[src/rtl/star_mapper_pkg.sv]
`default_nettype none
// ============================================================================
// Module      : star_mapper_pkg
// Description : Shared constants and state encoding for the star mapper.
//               The state codes are also decoded by the scanner FSM's debug
//               display, so they must not be renumbered.
// Ports       : none (package)
// Revision    : 1.0 - initial release
// ============================================================================
package star_mapper_pkg;

    localparam int IMG_WIDTH     = 6;
    localparam int IMG_HEIGHT    = 6;
    localparam int PIX_THRESHOLD = 0;

    typedef logic [3:0] state_t;

    localparam state_t S_IDLE    = 4'd0;
    localparam state_t S_LATCH   = 4'd1;
    localparam state_t S_PROBE_X = 4'd2;
    localparam state_t S_CHK_X   = 4'd3;
    localparam state_t S_PROBE_Y = 4'd4;
    localparam state_t S_CHK_Y   = 4'd5;
    localparam state_t S_BLOT    = 4'd6;
    localparam state_t S_DONE    = 4'd7;

endpackage
`default_nettype wire

[src/rtl/star_mapper_addr.sv]
`default_nettype none
// ============================================================================
// Module      : mapper_addr
// Description : Pixel coordinate to linear RAM address, y*6 + x, built from
//               shifts and adds (y*4 + y*2 + x). Only valid for a 6-pixel-wide
//               image.
// Ports       : i_x    - pixel column (0..5)
//               i_y    - pixel row (0..5)
//               o_addr - linear RAM address (0..35)
// Revision    : 1.0 - initial release
// ============================================================================
module mapper_addr (
    input  logic [2:0] i_x,
    input  logic [2:0] i_y,
    output logic [5:0] o_addr
);

    assign o_addr = {1'b0, i_y, 2'b00} + {2'b00, i_y, 1'b0} + {3'b000, i_x};

endmodule
`default_nettype wire

[src/rtl/star_mapper.sv]
`default_nettype none
// ============================================================================
// Module      : star_mapper
// Description : Measures the bounding box of a solid rectangular star whose
//               top-left pixel is given, then erases it from the image RAM.
//               Width is found by probing right along the top row, height by
//               probing down the left column; the rectangle is then blotted
//               in raster order.
// Ports       : clk, reset       - clock, asynchronous active-high reset
//               go               - start level, held until done is seen
//               x_in, y_in       - start (top-left) pixel
//               mem_addr/wren/data/q - image RAM port (1-cycle read latency)
//               busy             - high whenever not idle
//               done             - completion flag, held until go drops
//               box_x/y/w/h      - registered bounding box
// Revision    : 1.0 - initial release
// ============================================================================
module star_mapper
    import star_mapper_pkg::*;
#(
    parameter int WIDTH     = IMG_WIDTH,
    parameter int HEIGHT    = IMG_HEIGHT,
    parameter int THRESHOLD = PIX_THRESHOLD,
    parameter int COL_SZ    = 3
) (
    input  logic              clk,
    input  logic              reset,
    input  logic              go,
    input  logic [2:0]        x_in,
    input  logic [2:0]        y_in,
    output logic [5:0]        mem_addr,
    output logic              mem_wren,
    output logic [COL_SZ-1:0] mem_data,
    input  logic [COL_SZ-1:0] mem_q,
    output logic              busy,
    output logic              done,
    output logic [2:0]        box_x,
    output logic [2:0]        box_y,
    output logic [2:0]        box_w,
    output logic [2:0]        box_h
);

    // Bounds are compared at 4 bits so that x0+w = 6 does not wrap to 0.
    localparam logic [3:0] c_width_lim  = 4'(WIDTH);
    localparam logic [3:0] c_height_lim = 4'(HEIGHT);
    localparam logic [2:0] c_x_max      = 3'(WIDTH - 1);
    localparam logic [2:0] c_y_max      = 3'(HEIGHT - 1);

    state_t      state_q, state_d;
    logic [2:0]  box_x_q, box_x_d;
    logic [2:0]  box_y_q, box_y_d;
    logic [2:0]  box_w_q, box_w_d;
    logic [2:0]  box_h_q, box_h_d;
    logic [2:0]  bx_q, bx_d;          // blot pixel column
    logic [2:0]  by_q, by_d;          // blot pixel row
    logic [5:0]  mem_addr_q, mem_addr_d;
    logic        mem_wren_q, mem_wren_d;
    logic        busy_q, busy_d;
    logic        done_q, done_d;

    logic        w_lit;
    logic        w_in_range;
    logic [3:0]  w_x_next;            // x0 + w after a lit probe
    logic [3:0]  w_y_next;            // y0 + h after a lit probe
    logic        w_row_end;
    logic        w_blot_last;
    logic [2:0]  w_addr_x;
    logic [2:0]  w_addr_y;
    logic [5:0]  w_addr;

    assign w_lit      = (mem_q > COL_SZ'(THRESHOLD));
    assign w_in_range = ({1'b0, x_in} < c_width_lim) && ({1'b0, y_in} < c_height_lim);
    assign w_x_next   = {1'b0, box_x_q} + {1'b0, box_w_q} + 4'd1;
    assign w_y_next   = {1'b0, box_y_q} + {1'b0, box_h_q} + 4'd1;
    // bx+1 == x0+w avoids the underflow of x0+w-1 when comparing the row end.
    assign w_row_end   = (({1'b0, bx_q} + 4'd1) == ({1'b0, box_x_q} + {1'b0, box_w_q}));
    assign w_blot_last = w_row_end &&
                         (({1'b0, by_q} + 4'd1) == ({1'b0, box_y_q} + {1'b0, box_h_q}));

    // ------------------------------------------------------------------
    // State register
    // ------------------------------------------------------------------
    always_ff @(posedge clk or posedge reset) begin
        if (reset) begin
            state_q <= S_IDLE;
        end else begin
            state_q <= state_d;
        end
    end

    // ------------------------------------------------------------------
    // Next-state logic
    // ------------------------------------------------------------------
    always_comb begin
        state_d = state_q;
        case (state_q)
            S_IDLE: begin
                if (go) state_d = S_LATCH;
            end
            S_LATCH: begin
                if (!w_in_range)         state_d = S_DONE;
                else if (x_in != c_x_max) state_d = S_PROBE_X;
                else if (y_in != c_y_max) state_d = S_PROBE_Y;
                else                      state_d = S_BLOT;   // corner pixel: nothing to probe
            end
            S_PROBE_X: state_d = S_CHK_X;
            S_CHK_X: begin
                if (w_lit && (w_x_next < c_width_lim)) state_d = S_PROBE_X;
                else if (box_y_q != c_y_max)           state_d = S_PROBE_Y;
                else                                   state_d = S_BLOT;
            end
            S_PROBE_Y: state_d = S_CHK_Y;
            S_CHK_Y: begin
                if (w_lit && (w_y_next < c_height_lim)) state_d = S_PROBE_Y;
                else                                    state_d = S_BLOT;
            end
            S_BLOT: begin
                if (w_blot_last) state_d = S_DONE;
            end
            S_DONE: begin
                if (!go) state_d = S_IDLE;
            end
            default: state_d = S_IDLE;
        endcase
    end

    // ------------------------------------------------------------------
    // Bounding box and blot pointer
    // ------------------------------------------------------------------
    always_comb begin
        box_x_d = box_x_q;
        box_y_d = box_y_q;
        box_w_d = box_w_q;
        box_h_d = box_h_q;
        bx_d    = bx_q;
        by_d    = by_q;

        case (state_q)
            S_LATCH: begin
                box_x_d = x_in;
                box_y_d = y_in;
                box_w_d = w_in_range ? 3'd1 : 3'd0;
                box_h_d = w_in_range ? 3'd1 : 3'd0;
            end
            S_CHK_X: begin
                if (w_lit) box_w_d = box_w_q + 3'd1;
            end
            S_CHK_Y: begin
                if (w_lit) box_h_d = box_h_q + 3'd1;
            end
            default: ;
        endcase

        // The pointer names the pixel written during the upcoming BLOT cycle.
        if (state_d == S_BLOT) begin
            if (state_q != S_BLOT) begin
                bx_d = box_x_d;
                by_d = box_y_d;
            end else if (w_row_end) begin
                bx_d = box_x_q;
                by_d = by_q + 3'd1;
            end else begin
                bx_d = bx_q + 3'd1;
            end
        end
    end

    // Address coordinates for the state being entered; the probe sums are
    // only used when already checked to be in range, so 3 bits suffice.
    always_comb begin
        w_addr_x = bx_d;
        w_addr_y = by_d;
        case (state_d)
            S_PROBE_X: begin
                w_addr_x = box_x_d + box_w_d;
                w_addr_y = box_y_d;
            end
            S_PROBE_Y: begin
                w_addr_x = box_x_d;
                w_addr_y = box_y_d + box_h_d;
            end
            default: ;
        endcase
    end

    mapper_addr u_addr (
        .i_x    (w_addr_x),
        .i_y    (w_addr_y),
        .o_addr (w_addr)
    );

    // ------------------------------------------------------------------
    // Output logic (registered): the address is presented during PROBE so
    // the RAM data is ready to be sampled at the end of the CHK cycle.
    // ------------------------------------------------------------------
    always_comb begin
        mem_addr_d = mem_addr_q;
        if ((state_d == S_PROBE_X) || (state_d == S_PROBE_Y) || (state_d == S_BLOT)) begin
            mem_addr_d = w_addr;
        end
        mem_wren_d = (state_d == S_BLOT);
        busy_d     = (state_d != S_IDLE);
        done_d     = (state_d == S_DONE);
    end

    always_ff @(posedge clk or posedge reset) begin
        if (reset) begin
            box_x_q    <= 3'd0;
            box_y_q    <= 3'd0;
            box_w_q    <= 3'd0;
            box_h_q    <= 3'd0;
            bx_q       <= 3'd0;
            by_q       <= 3'd0;
            mem_addr_q <= 6'd0;
            mem_wren_q <= 1'b0;
            busy_q     <= 1'b0;
            done_q     <= 1'b0;
        end else begin
            box_x_q    <= box_x_d;
            box_y_q    <= box_y_d;
            box_w_q    <= box_w_d;
            box_h_q    <= box_h_d;
            bx_q       <= bx_d;
            by_q       <= by_d;
            mem_addr_q <= mem_addr_d;
            mem_wren_q <= mem_wren_d;
            busy_q     <= busy_d;
            done_q     <= done_d;
        end
    end

    assign mem_addr = mem_addr_q;
    assign mem_wren = mem_wren_q;
    assign mem_data = '0;
    assign busy     = busy_q;
    assign done     = done_q;
    assign box_x    = box_x_q;
    assign box_y    = box_y_q;
    assign box_w    = box_w_q;
    assign box_h    = box_h_q;

endmodule
`default_nettype wire

[config.mk]
export PLATFORM = sky130hd
export DESIGN_NAME = star_mapper
export DESIGN_NICKNAME = d
export VERILOG_FILES = /design/src/rtl/star_mapper_pkg.sv /design/src/rtl/star_mapper_addr.sv /design/src/rtl/star_mapper.sv
export SDC_FILE = /design/constraint.sdc
export NUM_CORES = 1
export LEC_CHECK = 0
export CAP_MARGIN = 25
export CORE_AREA = 2 2 72 74
export CTS_BUF_LIST = sky130_fd_sc_hd__clkbuf_4
export CTS_CLUSTER_SIZE = 10
export DETAILED_ROUTE_END_ITERATION = 10
export DIE_AREA = 0 0 74 76
export PLACE_DENSITY_LB_ADDON = 0.25
export SYNTH_ARGS = -nofsm -noshare
export SYNTH_HDL_FRONTEND = slang
export SYNTH_SLANG_ARGS = --single-unit
[constraint.sdc]
create_clock -name clk -period 5 [get_ports clk]
set_clock_uncertainty 0.05 [all_clocks]
set_input_delay 0.75 -clock clk [delete_from_list [all_inputs] [get_ports clk]]
set_output_delay 0.75 -clock clk [all_outputs]
set_load 0.01 [all_outputs]
==> impl_metrics.ini <==
[clock_tree]
clock-root-buffer = clkbuf_4
clkSinkCount = 31
hold_buffers = 0
cts_setup_buffers = 0
cts_htree_levels = 2
cts_buffers = 5
postCtsResizedCells = 0
cts_tree = done
clk_latency_ns = 0.34
clockBufferDepth = 2
path_clk_slew_ns = 0.09

[power]
power_frac_comb = 0.741
cellLeakagePower_uw = 0.001375
power.density_nw_per_um2 = 797.8
p_int_uw = 1299
switching_share = 0.4834
clkPwrFrac = 0.058
p_sw_uw = 1216
seq_power_share = 0.201
vdd_drop_max_mv = 0.4774

[logic_synthesis]
syn-cell-area_sq_um = 2660
synth.avg_cell_area_sq_um = 9.673
synth_ff_type = dfrtp_1
ys_types = 64
async_reset_ff_frac = 1.000
synth-seq-cells = 31
synth-edff-count = 0
synthCells = 275
ys_seq_area_frac = 0.2916
ys_warn_count = 0

[setup_path]
cpMostUsedCell = fa_1
path_delay_family = adder cells
cp-start-kind = flop
cp_cell_sequence = ha_1 > fa_1 > nand2_1 > a2111oi_0 > o41ai_2 > nand2b_1 > nor2_1 > or3_4 > a221o_1 > fa_1 > inv_1 > ha_1 > fa_1 > xor2_1 > mux2_2
crit_path_max_incr_delay_ns = 0.56
worstPathArrival_ns = 4.94
end_kind = flop
crit_buf_inv = 1
cp_slowest_cell = fa_1
crit_path_max_fanout = 4
crit_required_ns = 5.18
criticalPathCategory = reg -> reg

[detailed_routing]
drc_errors = 0
drt_iter0_drc = 217
routedWlPerCell_um = 16.35
drtAntennaViolNets = 0
dr.pass1.iters = 4
drt_wl_total_um = 6343
vias_per_cell = 5.879
vias = 2281

[global_route]
antenna_found_initial = 0
gr-total-overflow = 0
grt_pass1_wl_um = 10870
grt_pass1_vias = 2262
grt_max_degree = 32
grt_use_total = 0.2470

[sta]
period_minus_slack_ns = 4.758
worst_pin_slew_ns = 0.4989
slew-limit-headroom = 0.6588
fmax_ghz = 0.2102
finalHoldViolCount = 0
setup_viol = 0
fin_crit_sh = 0.9516
setup-tns-final_ns = 0
drv_slew = 0
worst_slack_ns = 0.2421
rsz0062_at_grt = false

[floorplanning]
die_w_um = 74
die_height_um = 76
start_util = 0.5415
ioPinCount = 36
core_area_sq_um = 4912
rows = 26
die_area_sq_um = 5624

[placed_design]
dp_hpwl_um = 5003
dp_cells = 380
place_ws_ns = 0.05141
io_buffer_count = 32
place.gp.congestion = 0.8946

[finish]
syn_to_final_growth_pct = 18.49
num_antenna_cells = 0
nets = 354
stdcell_count = 388
final_cell_mix = 32 x clkdlybuf4s50_1, 31 x dfrtp_1, 19 x ha_1
final_common_cell = clkdlybuf4s50_1
drive_above_1_share = 0.1572

[status]
status = finished, final reports clean

[worst_hold_path]
hold_path_class = reg -> reg

[run]
max_cap_violations = 0
power groups by stage:
stage	Combinational (uW)	Clock, uW	Sequential, uW
4_1_cts	1870	148	505
6_report	1860	145	506
2_1_floorplan	1360	0	493
5_1_grt	2090	160	523
3_5_place_dp	1860	0	509
3_3_place_gp	1810	0	506
Yosys cell counts, types with 4 or more instances:
cell type / instances / area [sq um]
dfrtp_1: 31 / 775.7
mux2_2: 11 / 123.9
clkbuf_1: 4 / 15.01
nor3_1: 5 / 25.02
mux2i_1: 9 / 90.09
nand2_1: 18 / 67.56
a21oi_1: 12 / 60.06
or3_1: 4 / 25.02
nor2_1: 12 / 45.04
nor4_1: 6 / 37.54
buf_4: 5 / 37.54
xnor2_1: 9 / 78.83
nand3_1: 12 / 60.06
o21ai_0: 10 / 50.05
ha_1: 19 / 237.7
a22o_1: 7 / 61.31
fa_1: 6 / 120.1
a221oi_1: 4 / 35.03
xor2_1: 7 / 61.31
inv_1: 17 / 63.81
per-stage QoR:
| stage | instance area (sq um) | total power (uW) | hold WS, ns | utilization |
|---|---|---|---|---|
| floorplan | 2671 | 1855 | 0.4852 | - |
| global placement | 3099 | 2316 | 0.4441 | 0.6309 |
| detailed placement | 3099 | 2367 | 0.4493 | 0.6309 |
| CTS | 3152 | 2522 | 0.4726 | 0.6416 |
| global route | 3152 | 2776 | 0.4896 | 0.6416 |
| finish | 3152 | 2514 | 0.4706 | 0.6416 |
state kept, by name, indices dropped and copies added (netlist names):
name and cells:
box_y 3, busy 1, by_q 3, box_x 3
mem_addr 6, mem_wren 1, bx_q 3, box_w 3
state_q 4, box_h 3, done 1
metal layers:
metal  track usage  vias up  share of wire
met1        0.3288     1109           0.43
li1              -     1089              -
met3       0.04497       10          0.053
met2        0.4009       73           0.50
met5             0        -              0
met4       0.08182        0          0.017
worst paths after layout:
path	from	endpoint	slack, ns	cells after the start
setup / recovery	box_y[0]$_DFF_PP0_	mem_addr[4]$_DFFE_PP0P_	0.24	15
hold reg to reg	mem_addr[4]$_DFFE_PP0P_	mem_addr[4]$_DFFE_PP0P_	0.47	1
max in group asynchronous	reset	box_w[0]$_DFF_PP0_	3.86	3
min in group asynchronous	reset	mem_addr[5]$_DFFE_PP0P_	0.74	3
hold / removal	mem_addr[4]$_DFFE_PP0P_	mem_addr[4]$_DFFE_PP0P_	0.47	1
setup reg to reg	box_y[0]$_DFF_PP0_	mem_addr[4]$_DFFE_PP0P_	0.24	15
cell families after synthesis:
logic type / after synthesis / share of synthesized area
XOR/XNOR: 18 / 0.06821
flip-flops: 31 / 0.2916
adder cells (fa/ha/maj): 25 / 0.1345
multiplexers: 20 / 0.08043
AO/OA/AOI/OAI: 67 / 0.1985
buffers and inverters: 34 / 0.05974
AND/OR/NAND/NOR: 79 / 0.1656
other: 1 / 0.001410
worst reg2reg max path: cells and delay by family, from the launching register on:
kind | cells | cell delay, ns
compound gates | 3 | 1.04
buf+inv | 1 | 0.04
flops | 1 | 0.39
fa+ha+maj | 5 | 1.92
mux | 1 | 0.26
simple gates | 4 | 0.80
xor+xnor | 1 | 0.17
final cells by class:
cell class / instances / area [sq um]
flip-flops and latches: 31 / 775.7
inverters: 21 / 81.33
clock inverters: 2 / 7.507
well taps: 70 / 87.58
multi-input cells: 213 / 1737
fillers: 412 / 1760
repair buffers: 45 / 417.9
clock buffers: 6 / 45.04
Note: power is estimated with default switching activity, not from simulation.
